`src/rtl/mesi_snoop_ctrl.sv`:
```
// Bus-snooping MESI coherence controller: round-robin arbitration, then one
// snoop/write-back/done sequence per transaction for NUM_CACHES caches.
module mesi_snoop_ctrl #(
  parameter int NUM_CACHES = 4
) (
  input  logic                    Clock,
  input  logic                    Reset,
  input  logic [NUM_CACHES-1:0]   Request,
  input  logic [NUM_CACHES-1:0]   WriteRead,
  input  logic [3*NUM_CACHES-1:0] State,
  output logic [NUM_CACHES-1:0]   Grant,
  output logic                    Busy,
  output logic [2:0]              bus,
  output logic [3*NUM_CACHES-1:0] NewState,
  output logic [NUM_CACHES-1:0]   WriteBack,
  output logic                    Hit,
  output logic                    Miss,
  output logic                    Done
);

  localparam int IW = (NUM_CACHES > 1) ? $clog2(NUM_CACHES) : 1;

  localparam logic [2:0] ST_I = 3'b001, ST_S = 3'b010, ST_M = 3'b011, ST_E = 3'b100;
  localparam logic [2:0] BUS_NONE = 3'b000, BUS_RD = 3'b001, BUS_RDX = 3'b010,
                         BUS_UPGR = 3'b011;

  typedef enum logic [1:0] {IDLE, SNOOP, WB, DONE} fsm_t;

  fsm_t fsm_q, fsm_d;

  logic [IW-1:0]           rr_ptr, win_q, win_d, cand;
  logic [NUM_CACHES-1:0]   wr_q;
  logic [3*NUM_CACHES-1:0] st_q;
  logic [3*NUM_CACHES-1:0] ns_q, ns_d;
  logic [NUM_CACHES-1:0]   wb_q, wb_d;
  logic                    hit_q, miss_q, hit_d, miss_d;
  logic                    found, req_wr, others_valid;
  logic [2:0]              req_st, req_ns, cmd;

  // Unknown encodings collapse to I so every later decision sees a legal state.
  function automatic logic [2:0] norm(input logic [2:0] s);
    case (s)
      ST_S, ST_M, ST_E: return s;
      default:          return ST_I;
    endcase
  endfunction

  // Returns {writeback, next_state} for a non-requesting cache.
  function automatic logic [3:0] snoop_other(input logic [2:0] c, input logic [2:0] s);
    case (c)
      BUS_RD:   return (s == ST_E) ? {1'b0, ST_S} :
                       (s == ST_M) ? {1'b1, ST_S} : {1'b0, s};
      BUS_RDX:  return {(s == ST_M), ST_I};
      BUS_UPGR: return (s == ST_S) ? {1'b0, ST_I} : {1'b0, s};
      default:  return {1'b0, s};
    endcase
  endfunction

  // NOTE: every variable written in always_comb gets a default first, so no
  // path can leave it unassigned and infer a latch.
  always_comb begin
    win_d = rr_ptr;
    found = 1'b0;
    cand  = rr_ptr;
    for (int k = 0; k < NUM_CACHES; k++) begin
      cand = (cand == IW'(NUM_CACHES - 1)) ? '0 : cand + 1'b1;
      if (!found && Request[cand]) begin
        win_d = cand;
        found = 1'b1;
      end
    end
  end

  always_comb begin
    req_st       = ST_I;
    req_wr       = 1'b0;
    others_valid = 1'b0;
    for (int i = 0; i < NUM_CACHES; i++) begin
      if (IW'(i) == win_q) begin
        req_st = norm(st_q[3*i +: 3]);
        req_wr = wr_q[i];
      end else if (norm(st_q[3*i +: 3]) != ST_I) begin
        others_valid = 1'b1;
      end
    end

    cmd    = BUS_NONE;
    req_ns = req_st;
    hit_d  = 1'b1;
    miss_d = 1'b0;
    case (req_st)
      ST_E: req_ns = req_wr ? ST_M : ST_E;
      ST_S: if (req_wr) begin
        req_ns = ST_M;
        cmd    = BUS_UPGR;
        hit_d  = 1'b0;
        miss_d = 1'b1;
      end
      ST_M: req_ns = ST_M;
      default: begin
        req_ns = req_wr ? ST_M : (others_valid ? ST_S : ST_E);
        cmd    = req_wr ? BUS_RDX : BUS_RD;
        hit_d  = 1'b0;
        miss_d = 1'b1;
      end
    endcase

    ns_d = '0;
    wb_d = '0;
    for (int i = 0; i < NUM_CACHES; i++) begin
      if (IW'(i) == win_q) begin
        ns_d[3*i +: 3] = req_ns;
      end else begin
        {wb_d[i], ns_d[3*i +: 3]} = snoop_other(cmd, norm(st_q[3*i +: 3]));
      end
    end
  end

  always_comb begin
    fsm_d = fsm_q;
    case (fsm_q)
      IDLE:    if (|Request) fsm_d = SNOOP;
      SNOOP:   fsm_d = (|wb_d) ? WB : DONE;
      WB:      fsm_d = DONE;
      DONE:    fsm_d = IDLE;
      default: fsm_d = IDLE;
    endcase
  end

  // NOTE: sequential state uses non-blocking assignments only, so every
  // register samples pre-edge values regardless of statement order.
  always_ff @(posedge Clock) begin
    if (Reset) begin
      fsm_q  <= IDLE;
      rr_ptr <= IW'(NUM_CACHES - 1);
      win_q  <= '0;
      wr_q   <= '0;
      st_q   <= '0;
      ns_q   <= '0;
      wb_q   <= '0;
      hit_q  <= 1'b0;
      miss_q <= 1'b0;
    end else begin
      fsm_q <= fsm_d;
      case (fsm_q)
        IDLE: if (|Request) begin
          win_q <= win_d;
          wr_q  <= WriteRead;
          st_q  <= State;
        end
        SNOOP: begin
          ns_q   <= ns_d;
          wb_q   <= wb_d;
          hit_q  <= hit_d;
          miss_q <= miss_d;
        end
        DONE:    rr_ptr <= win_q;
        default: ;
      endcase
    end
  end

  always_comb begin
    for (int i = 0; i < NUM_CACHES; i++) begin
      Grant[i] = (fsm_q != IDLE) && (IW'(i) == win_q);
    end
  end

  assign Busy      = (fsm_q != IDLE);
  assign Done      = (fsm_q == DONE);
  assign bus       = Busy ? cmd : BUS_NONE;
  assign WriteBack = (fsm_q == WB) ? wb_q : '0;
  assign NewState  = ns_q;
  assign Hit       = hit_q;
  assign Miss      = miss_q;

endmodule
```
`config.mk`:
```
export PLATFORM = sky130hd
export DESIGN_NAME = mesi_snoop_ctrl
export DESIGN_NICKNAME = d
export VERILOG_FILES = /design/src/rtl/mesi_snoop_ctrl.sv
export SDC_FILE = /design/constraint.sdc
export NUM_CORES = 1
export LEC_CHECK = 0
export ABC_AREA = 1
export ABC_CLOCK_PERIOD_IN_PS = 1900
export CORE_UTILIZATION = 40
export DETAILED_ROUTE_END_ITERATION = 6
export PLACE_DENSITY = 0.67
export SLEW_MARGIN = 10
export SYNTH_ARGS = -nofsm -noshare
export SYNTH_HDL_FRONTEND = slang
export SYNTH_SLANG_ARGS = --single-unit
export TNS_END_PERCENT = 1
```
`constraint.sdc`:
```
create_clock -name Clock -period 1.9 [get_ports Clock]
set_clock_uncertainty 0.15 [all_clocks]
set_input_delay 0.38 -clock Clock [delete_from_list [all_inputs] [get_ports Clock]]
set_output_delay 0.38 -clock Clock [all_outputs]
set_load 0.05 [all_outputs]
```
==> metrics.txt, run 1 <==
DP HPWL=5.57 mm; unique cell type count in the Yosys netlist=32; total CTS buffers=5; prevailing post-synth register cell=dfxtp_1; Critical Path End Type=output pin; Max Slew Vio Count=0; most common cell in the netlist=nand2_1; uppermost layer routed=met4; global-route wire length before repair=12.1 mm; Logic pwr share=75.0%; H-tree depth=2; Synth Area in XOR/XNOR=0%; via count=2884; Post-CTS Hold Buffers=0; worst path bufs/invs=3; Power Density=2140 nW/µm²; min cycle time layout=2.28 ns; Crit path max-delay family=simple AND/OR/NAND/NOR gates; largest family of logic cells by synthesized area=simple AND/OR/NAND/NOR gates; nets=521; Synth Net Count=411; TritonCTS Sinks=40; PnR worst setup slack=-0.385 ns; sequential share of power=17.7%; I/O Buffers=47; Core Region=5920 µm²; top post-synthesis cells by count=nand2_1 (96), a21oi_1 (43), dfxtp_1 (40), inv_1 (38), nor2_1 (37); wire per inst=13.2 µm; CP startpoint kind=flip-flop; Internal=4.06 mW; maxcap violations=0; die width=80.3 µm; Adder-Cell Fraction of Synth Area=2.55%; status=finished, violations left; total of warnings raised by yosys=0; final hold violation count=0; Post-Syn Area=2450 µm²; Critical Path AT=1.75 ns; vias in the first global route=2679; ANT cells=0; cell taking the most area after synthesis=dfxtp_1; GRT Overall Usage=24.7%; violated checks=negative setup slack; Max transition margin=66.5%; synthesized flop and latch total=40; WL met3=351 µm; met1 WL=3.14 mm; CTS Buffer Depth=2; Post-synth EDFFs=0; Total Routed Length=7.55 mm; switching power total=4.13 mW; proportion of netlist area held by the largest area contributor=32.6%; kind of critical path=flip-flop to output pin; VDD IR max=1.52 mV; final period utilization=120%; Std-Cell Rows=28; hold crit path type=flip-flop to flip-flop; Worst-Margin Slew=0.500 ns; WHS=0.316 ns; Critical Path, Cell by Cell=inv_4 -> nor2_4 -> nand2_2 -> nand4_4 -> buf_6 -> nand3_4 -> a21oi_4 -> buf_12; DR pass1 iterations=4; Syn Area/Cell=6.39 µm²; routed wl met2=3.90 mm; Mapped Cells=384; Clock transition at path regs=0.07 ns; initial antenna violation count=0; Leak=1.75 nW; clock share of power=7.3%; Req. time, crit path=1.37 ns; CTS tree=built; Area Overhead vs Synth=56.3%; Synth area leaders=dfxtp_1 (33%), nand2_1 (15%), a21oi_1 (8.8%); Setup Viol. Count Final=16; Slowest cell on crit path=dfxtp_4; crit path max fanout=5; largest stage delay on the critical path=0.42 ns; total power=8.19 mW; CTS Root Cell=clkbuf_8; final antenna-violating net count=0; total congestion overflow=0; IO Pins=49; die area=6450 µm²; post-synthesis mux area share=0%; initial core utilization=41.5%; largest net degree at the start of global routing=27; Initial DRC Count=160; Post-Synth Simple-Gate Area=35.2%; DRC errors left=0; Worst-Skew Late Latency=0.30 ns; fmax=438 MHz; vias per cell=5.06; Placer Congestion=0.943; share of layout cells above drive strength 1=32.7%; die height=80.3 µm; RSZ-0062 raised after global routing=true; post-synthesis compound-gate area fraction=20.1%; post-synthesis sequential area ratio=32.6%; Async SR Flop Fraction=0%; Sw Share=50.4%
-- final cells by class --
type                    instances  area (µm²)
flip-flops and latches         40         816
multi-input cells             284        1560
well taps                      75        93.8
fillers                       539        2080
repair buffers                115        1090
inverters                      48         191
clock buffers                   8        90.1
-- worst paths after layout --
kind,start,to,slack (ns),cells past startpoint
max,win_q[0],bus[0],-0.38,8
min,NewState[1],NewState[1],0.32,2
max reg2reg,win_q[0],NewState[0],-0.24,14
min reg2reg,NewState[1],NewState[1],0.32,2
-- cell usage in the layout, fill, tap and decap left out, drive strengths merged --
cell type,netlist,final
dfxtp,40,40
clkinv,1,1
o21bai,2,2
o21ai,42,42
nand4,9,9
inv,47,46
a21o,1,1
nor3,2,2
clkbuf,8,8
o211ai,3,3
nor4,1,1
nand2,102,102
clkinvlp,0,1
nor2,41,41
nand3,28,28
and2,1,1
conb,1,1
a21oi,43,43
a31oi,3,3
ha,5,5
clkdlybuf4s50,0,21
buf,4,94
-- routing by layer --
layer / vias up / GRT usage [%]
met5: - / 0
met4: 0 / 10.5
met3: 11 / 4.55
met2: 68 / 44.0
met1: 1327 / 28.6
li1: 1478 / -
-- power groups by stage --
stage	combinational [mW]	clock [mW]	sequential (mW)
floorplan	2.93	0	1.82
global placement	5.51	0	1.42
detailed placement	5.57	0	1.44
CTS	5.82	0.616	1.42
global route	6.66	0.650	1.49
finish	6.15	0.599	1.45
-- metrics by stage --
stage	utilization (%)	instances	setup WS [ns]	setup TNS, ns	cell area [µm²]
5_1_grt	64.8	570	-0.443	-4.27	3840
3_5_place_dp	59.7	549	-0.291	-2.78	3530
2_1_floorplan	-	384	-0.102	-1.29	2510
6_report	64.8	570	-0.385	-2.56	3840
4_1_cts	62.9	565	-0.359	-1.26	3720
3_3_place_gp	59.7	549	-0.171	-1.76	3530
-- worst min-delay path, stage by stage (launching register included) --
cell	delay, ns
dfxtp_1	0.31
nand2_1	0.06
a21oi_1	0.05
-- registers in the layout (all words and copies together) (netlist names), 2 cells and up --
name	flops
NewState	12
wb_q	4
st_q	12
wr_q	4
win_q	2
fsm_q	2
rr_ptr	2
-- repair_timing --
action | CTS | global route
endpoints found under the setup margin | 20 | 28
setup buffers | 8 | 5
pin swaps | 5 | 9
gates resized for setup | 16 | 25
-- cells by family (layout without fill, tap and decap cells) --
logic type               count (synthesis)  in the layout
AO/OA/AOI/OAI                           94             94
adder cells (fa/ha/maj)                  5              5
buffers and inverters                   60            171
flip-flops                              40             40
other                                    1              1
AND/OR/NAND/NOR                        184            184
No activity file was read; power rests on OpenSTA's default activity.
==> run 2, diff against run 1 <==
--- a/config.mk
+++ b/config.mk
@@ -7,9 +7,10 @@
 export LEC_CHECK = 0
 export ABC_AREA = 1
 export ABC_CLOCK_PERIOD_IN_PS = 1900
-export CORE_UTILIZATION = 40
+export CORE_UTILIZATION = 47
 export DETAILED_ROUTE_END_ITERATION = 6
-export PLACE_DENSITY = 0.67
+export PLACE_DENSITY = 0.77
+export REMOVE_ABC_BUFFERS = 1
 export SLEW_MARGIN = 10
 export SYNTH_ARGS = -nofsm -noshare
 export SYNTH_HDL_FRONTEND = slang
==> run 2 against run 1 <==
Effect of this change:
- wire length is 5.4% higher
- count of clock-buffer cells in the layout down 1
- total power is 1.3% higher
- non-clock buffer count is 5 higher
- combinational power shrank 1%
- clock power increased by 28%
- sequential share of layout area fell by 0.30 points
- global-route usage up 5.1 points
- largest power group unchanged
- register-to-register slack gained 0.17 ns
- sequential cell count stayed put
- the run still ends with negative setup slack left
==> metrics.txt, run 2 (synthesis gave the netlist of run 1 again) <==
violated checks=negative setup slack; I/O Buffers=47; Power Density=2140 nW/µm²; CTS tree=built; vias per cell=5.22; min cycle time layout=2.29 ns; crit path max fanout=5; initial core utilization=50.3%; CTS Root Cell=clkbuf_8; DR pass1 iterations=5; share of layout cells above drive strength 1=33.6%; Max Slew Vio Count=0; GRT Overall Usage=29.8%; Sum Neg Setup Slack=-1.40 ns; global-route wire length before repair=12.6 mm; FF-to-FF setup slack=-0.07 ns; reg2reg end=NewState[2]; largest net degree at the start of global routing=27; Final Instance Area=3870 µm²; TritonCTS Sinks=40; Std-Cell Rows=25; origin of the critical flop-to-flop path=win_q[1]; die width=74.3 µm; nets=526; Critical Path End Type=output pin; status=finished, violations left; IO Pins=49; Internal=4.14 mW; Req. time, crit path=1.37 ns; wire per inst=14.0 µm; Clock transition at path regs=0.08 ns; most common cell after layout, fill and taps aside=nand2_1; placed instance area=3570 µm²; total congestion overflow=0; worst reg-to-reg path cell count=10; Post-CTS Hold Buffers=0; Initial DRC Count=225; switching power total=4.16 mW; Core Region=4880 µm²; Worst-Skew Late Latency=0.29 ns; Setup Viol. Count Final=12; Endpoint, Worst Hold=NewState[11]; maxcap violations=0; DP HPWL=5.88 mm; die height=74.3 µm; kind of critical path=flip-flop to output pin; final hold violation count=0; clock share of power=9.3%; Total Routed Length=7.96 mm; Slowest cell on crit path=dfxtp_4; Logic pwr share=73.3%; CTS Buffer Depth=2; largest stage delay on the critical path=0.38 ns; total CTS buffers=5; RSZ-0062 raised after global routing=true; final period utilization=121%; CP startpoint kind=flip-flop; VDD IR max=1.16 mV; sequential share of power=17.4%; fmax=437 MHz; hold crit path type=flip-flop to flip-flop; worst hold start=NewState[11]; PnR worst setup slack=-0.390 ns; worst hold stages=2; Area Overhead vs Synth=57.7%; Critical Path, Cell by Cell=nor2_4 -> buf_4 -> nand3_1 -> nand4_1 -> nand3_4 -> a21oi_2 -> buf_12; via count=2958; die area=5520 µm²; Leak=1.80 nW; Critical Path AT=1.76 ns; ANT cells=0; vias in the first global route=2775; Placer Congestion=0.961; initial antenna violation count=0; DRC errors left=0; most frequent cells in the layout=nand2_1 (88), buf_4 (85), a21oi_1 (40); H-tree depth=2; final antenna-violating net count=0; Sw Share=50.1%
==> run 2: changes by cell type in the layout (fill, tap and decap cells not counted), sizes merged <==
cell and delta:
buf +5, inv +1, clkinvlp -1, bufinv +1, clkbuf -1
==> run 2: how the worst max path moves through the flow <==
stage,startpoint,end,slack [ns],cells after the start
2_1_floorplan,win_q[1],bus[1],-0.63,8
3_3_place_gp,Request[1],win_q[0],-0.17,14
3_5_place_dp,Request[2],win_q[0],-0.24,12
4_1_cts,win_q[1],bus[1],-0.34,10
5_1_grt,win_q[0],bus[1],-0.45,8
6_report,win_q[0],bus[0],-0.39,7
==> run 2: final cells by class <==
class	instances	area (µm²)
Sequential cell	40	812
Multi-Input combinational cell	284	1550
Timing Repair Buffer	120	1120
Clock buffer	7	96.3
Tap cell	67	83.8
Fill cell	368	1010
Clock inverter	1	30.0
Inverter	48	180
==> run 2: power groups by stage <==
stage / logic, mW / clock network, mW / registers, mW
6_report: 6.08 / 0.768 / 1.45
3_3_place_gp: 5.51 / 0 / 1.40
3_5_place_dp: 5.59 / 0 / 1.41
2_1_floorplan: 2.73 / 0 / 1.80
5_1_grt: 6.53 / 0.812 / 1.49
4_1_cts: 5.82 / 0.777 / 1.43
==> run 2: what timing repair did <==
action	CTS	global route
buffers inserted	2	3
resized for setup	32	17
setup endpoints to repair	22	36
pin swaps	3	6
==> run 2: layer usage <==
| metal | share of wire [%] | GRT usage (%) | vias up |
|---|---|---|---|
| met2 | 50 | 53.5 | 108 |
| li1 | - | - | 1481 |
| met1 | 42 | 35.0 | 1343 |
| met5 | 0 | 0 | - |
| met4 | 3.3 | 13.0 | 0 |
| met3 | 5.1 | 4.74 | 26 |
==> run 2: through the flow <==
step           total power, mW  instances  util [%]  setup slack (ns)  hold WS [ns]
2_1_floorplan             4.54        372         -            -0.632         0.290
3_3_place_gp              6.91        554      73.1            -0.173         0.300
3_5_place_dp              7.01        554      73.1            -0.238         0.306
4_1_cts                   8.03        564      77.8            -0.342         0.319
5_1_grt                   8.83        567      79.4            -0.454         0.335
6_report                  8.30        567      79.4            -0.390         0.318
==> run 2: critical path, delay by kind of cell, from the launching register on <==
kind / cells / cell delay, ns
AOI/OAI and AO/OA: 1 / 0.23
buffers and inverters: 2 / 0.32
DFF: 1 / 0.38
and+or+nand+nor: 4 / 0.53
==> run 3, diff against run 2 <==
--- a/config.mk
+++ b/config.mk
@@ -11,6 +11,7 @@
 export DETAILED_ROUTE_END_ITERATION = 6
 export PLACE_DENSITY = 0.77
 export REMOVE_ABC_BUFFERS = 1
+export SKIP_CTS_REPAIR_TIMING = 1
 export SLEW_MARGIN = 10
 export SYNTH_ARGS = -nofsm -noshare
 export SYNTH_HDL_FRONTEND = slang
==> run 3 against run 2 <==
Effect of this change:
- the flow still finishes with violations (negative setup slack)
- clock power grew 0.5%
- worst hold slack is essentially flat
- global-route usage shrank 0.68 points
- first-iteration DRC count shrank 3.6%
- total power shrank 2.0%
- design area shrank 1.5%
- core utilization shrank 1.2 points
- maximum frequency grew 0.30%
- sequential cell count is the same
- cell count shrank 0.71%
- critical path type unchanged
- critical endpoint unchanged
==> metrics.txt, run 3 (synthesis gave the netlist of run 1 again) <==
final antenna-violating net count=0; initial core utilization=50.3%; kind of critical path=flip-flop to output pin; WHS=0.318 ns; status=finished, violations left; CTS Root Cell=clkbuf_8; I/O Buffers=47; Area Overhead vs Synth=55.4%; Std-Cell Rows=25; violated checks=negative setup slack; Initial DRC Count=217; GRT Overall Usage=29.1%; Place WS=-0.238 ns; nets=522; worst reg-to-reg path cell count=13; # placed instances=554; Critical Path, Cell by Cell=inv_2 -> nor2_2 -> inv_1 -> nand2_1 -> nand4_4 -> inv_2 -> nand3_4 -> a21oi_2 -> buf_12; Final Core Density=78.2%; Total Routed Length=7.76 mm; CTS Buffer Depth=2; DRC errors left=0; largest net degree at the start of global routing=27; VDD IR max=1.26 mV; Critical Path Most Common Cell=inv_2; H-tree depth=2; CTS tree=built; vias in the first global route=2723; TritonCTS Sinks=40; footprint of the multi-input gates=1520 µm²; CP startpoint kind=flip-flop; DP HPWL=5.88 mm; total congestion overflow=0; global-route wire length before repair=12.3 mm; die area=5520 µm²; Leak=1.78 nW; vias per cell=5.22; DR pass1 iterations=4; Slowest cell on crit path=dfxtp_2; Critical Path AT=1.75 ns; min cycle time layout=2.28 ns; wire per inst=13.8 µm; die width=74.3 µm; final period utilization=120%; largest stage delay on the critical path=0.34 ns; die height=74.3 µm; maxcap violations=0; Core Region=4880 µm²; share of layout cells above drive strength 1=31.9%; Critical Path End Type=output pin; most common cell after layout, fill and taps aside=nand2_1; Req. time, crit path=1.37 ns; most frequent cells in the layout=nand2_1 (92), buf_4 (81), a21oi_1 (40); Clock transition at path regs=0.08 ns; Post-Layout Cell Count=563; initial antenna violation count=0; RSZ-0062 raised after global routing=true; Setup Viol. Count Final=9; ANT cells=0; Register Area=812 µm²; via count=2938; PnR worst setup slack=-0.383 ns; crit path max fanout=4; Power Density=2130 nW/µm²; Worst-Skew Late Latency=0.30 ns; IO Pins=49; Fill cells=381; final hold violation count=0; worst hold stages=2; Max Slew Vio Count=0; hold crit path type=flip-flop to flip-flop; fmax=438 MHz; Placer Congestion=0.961; total CTS buffers=5
run 3: changes by cell type in the layout (fill, tap and decap cells not counted), moves of 2 or more:
cell | previous run | this run
buf_4 | 85 | 81
nand2_1 | 88 | 92
nand2_2 | 10 | 6
inv_2 | 13 | 11
run 3: worst paths after layout:
kind | startpoint | endpoint | slack (ns)
max reg2reg | st_q[2] | NewState[0] | -0.06
min | NewState[1] | NewState[1] | 0.32
min reg2reg | NewState[1] | NewState[1] | 0.32
max | st_q[7] | bus[0] | -0.38
run 3: power by group:
part	switching (mW)	total [mW]	internal [mW]	leakage [nW]
logic	3.52	5.92	2.40	1.38
clock network	0.308	0.772	0.464	0.0645
registers	0.253	1.44	1.19	0.332
run 3: layout make-up:
class | count | area share, %
Timing Repair Buffer | 116 | 28.6
Multi-Input combinational cell | 284 | 39.8
Sequential cell | 40 | 21.3
Clock buffer | 7 | 2.53
Clock inverter | 1 | 0.787
Inverter | 48 | 4.79
Tap cell | 67 | 2.20
run 3: critical path: cells and delay by family, from the launching register on:
kind                   cells  cell delay (ns)
AO/OA/AOI/OAI              1             0.24
AND/OR/NAND/NOR            4             0.46
buffers and inverters      4             0.41
flip-flops                 1             0.34
run 3: stage by stage:
stage               power [mW]  cell area [µm²]  setup TNS (ns)
floorplan                 4.54             2400           -6.15
global placement          6.91             3570           -2.96
detailed placement        7.01             3570           -4.24
CTS                       7.80             3690           -3.47
global route              8.69             3810           -2.92
finish                    8.14             3810           -1.03
run 3: routing by layer:
layer | track usage [%] | vias up | wire (µm)
li1 | - | 1478 | -
met1 | 35.3 | 1336 | 3260
met3 | 4.34 | 22 | 397
met4 | 13.2 | 0 | 235
met2 | 51.0 | 102 | 3860
met5 | 0 | - | 0
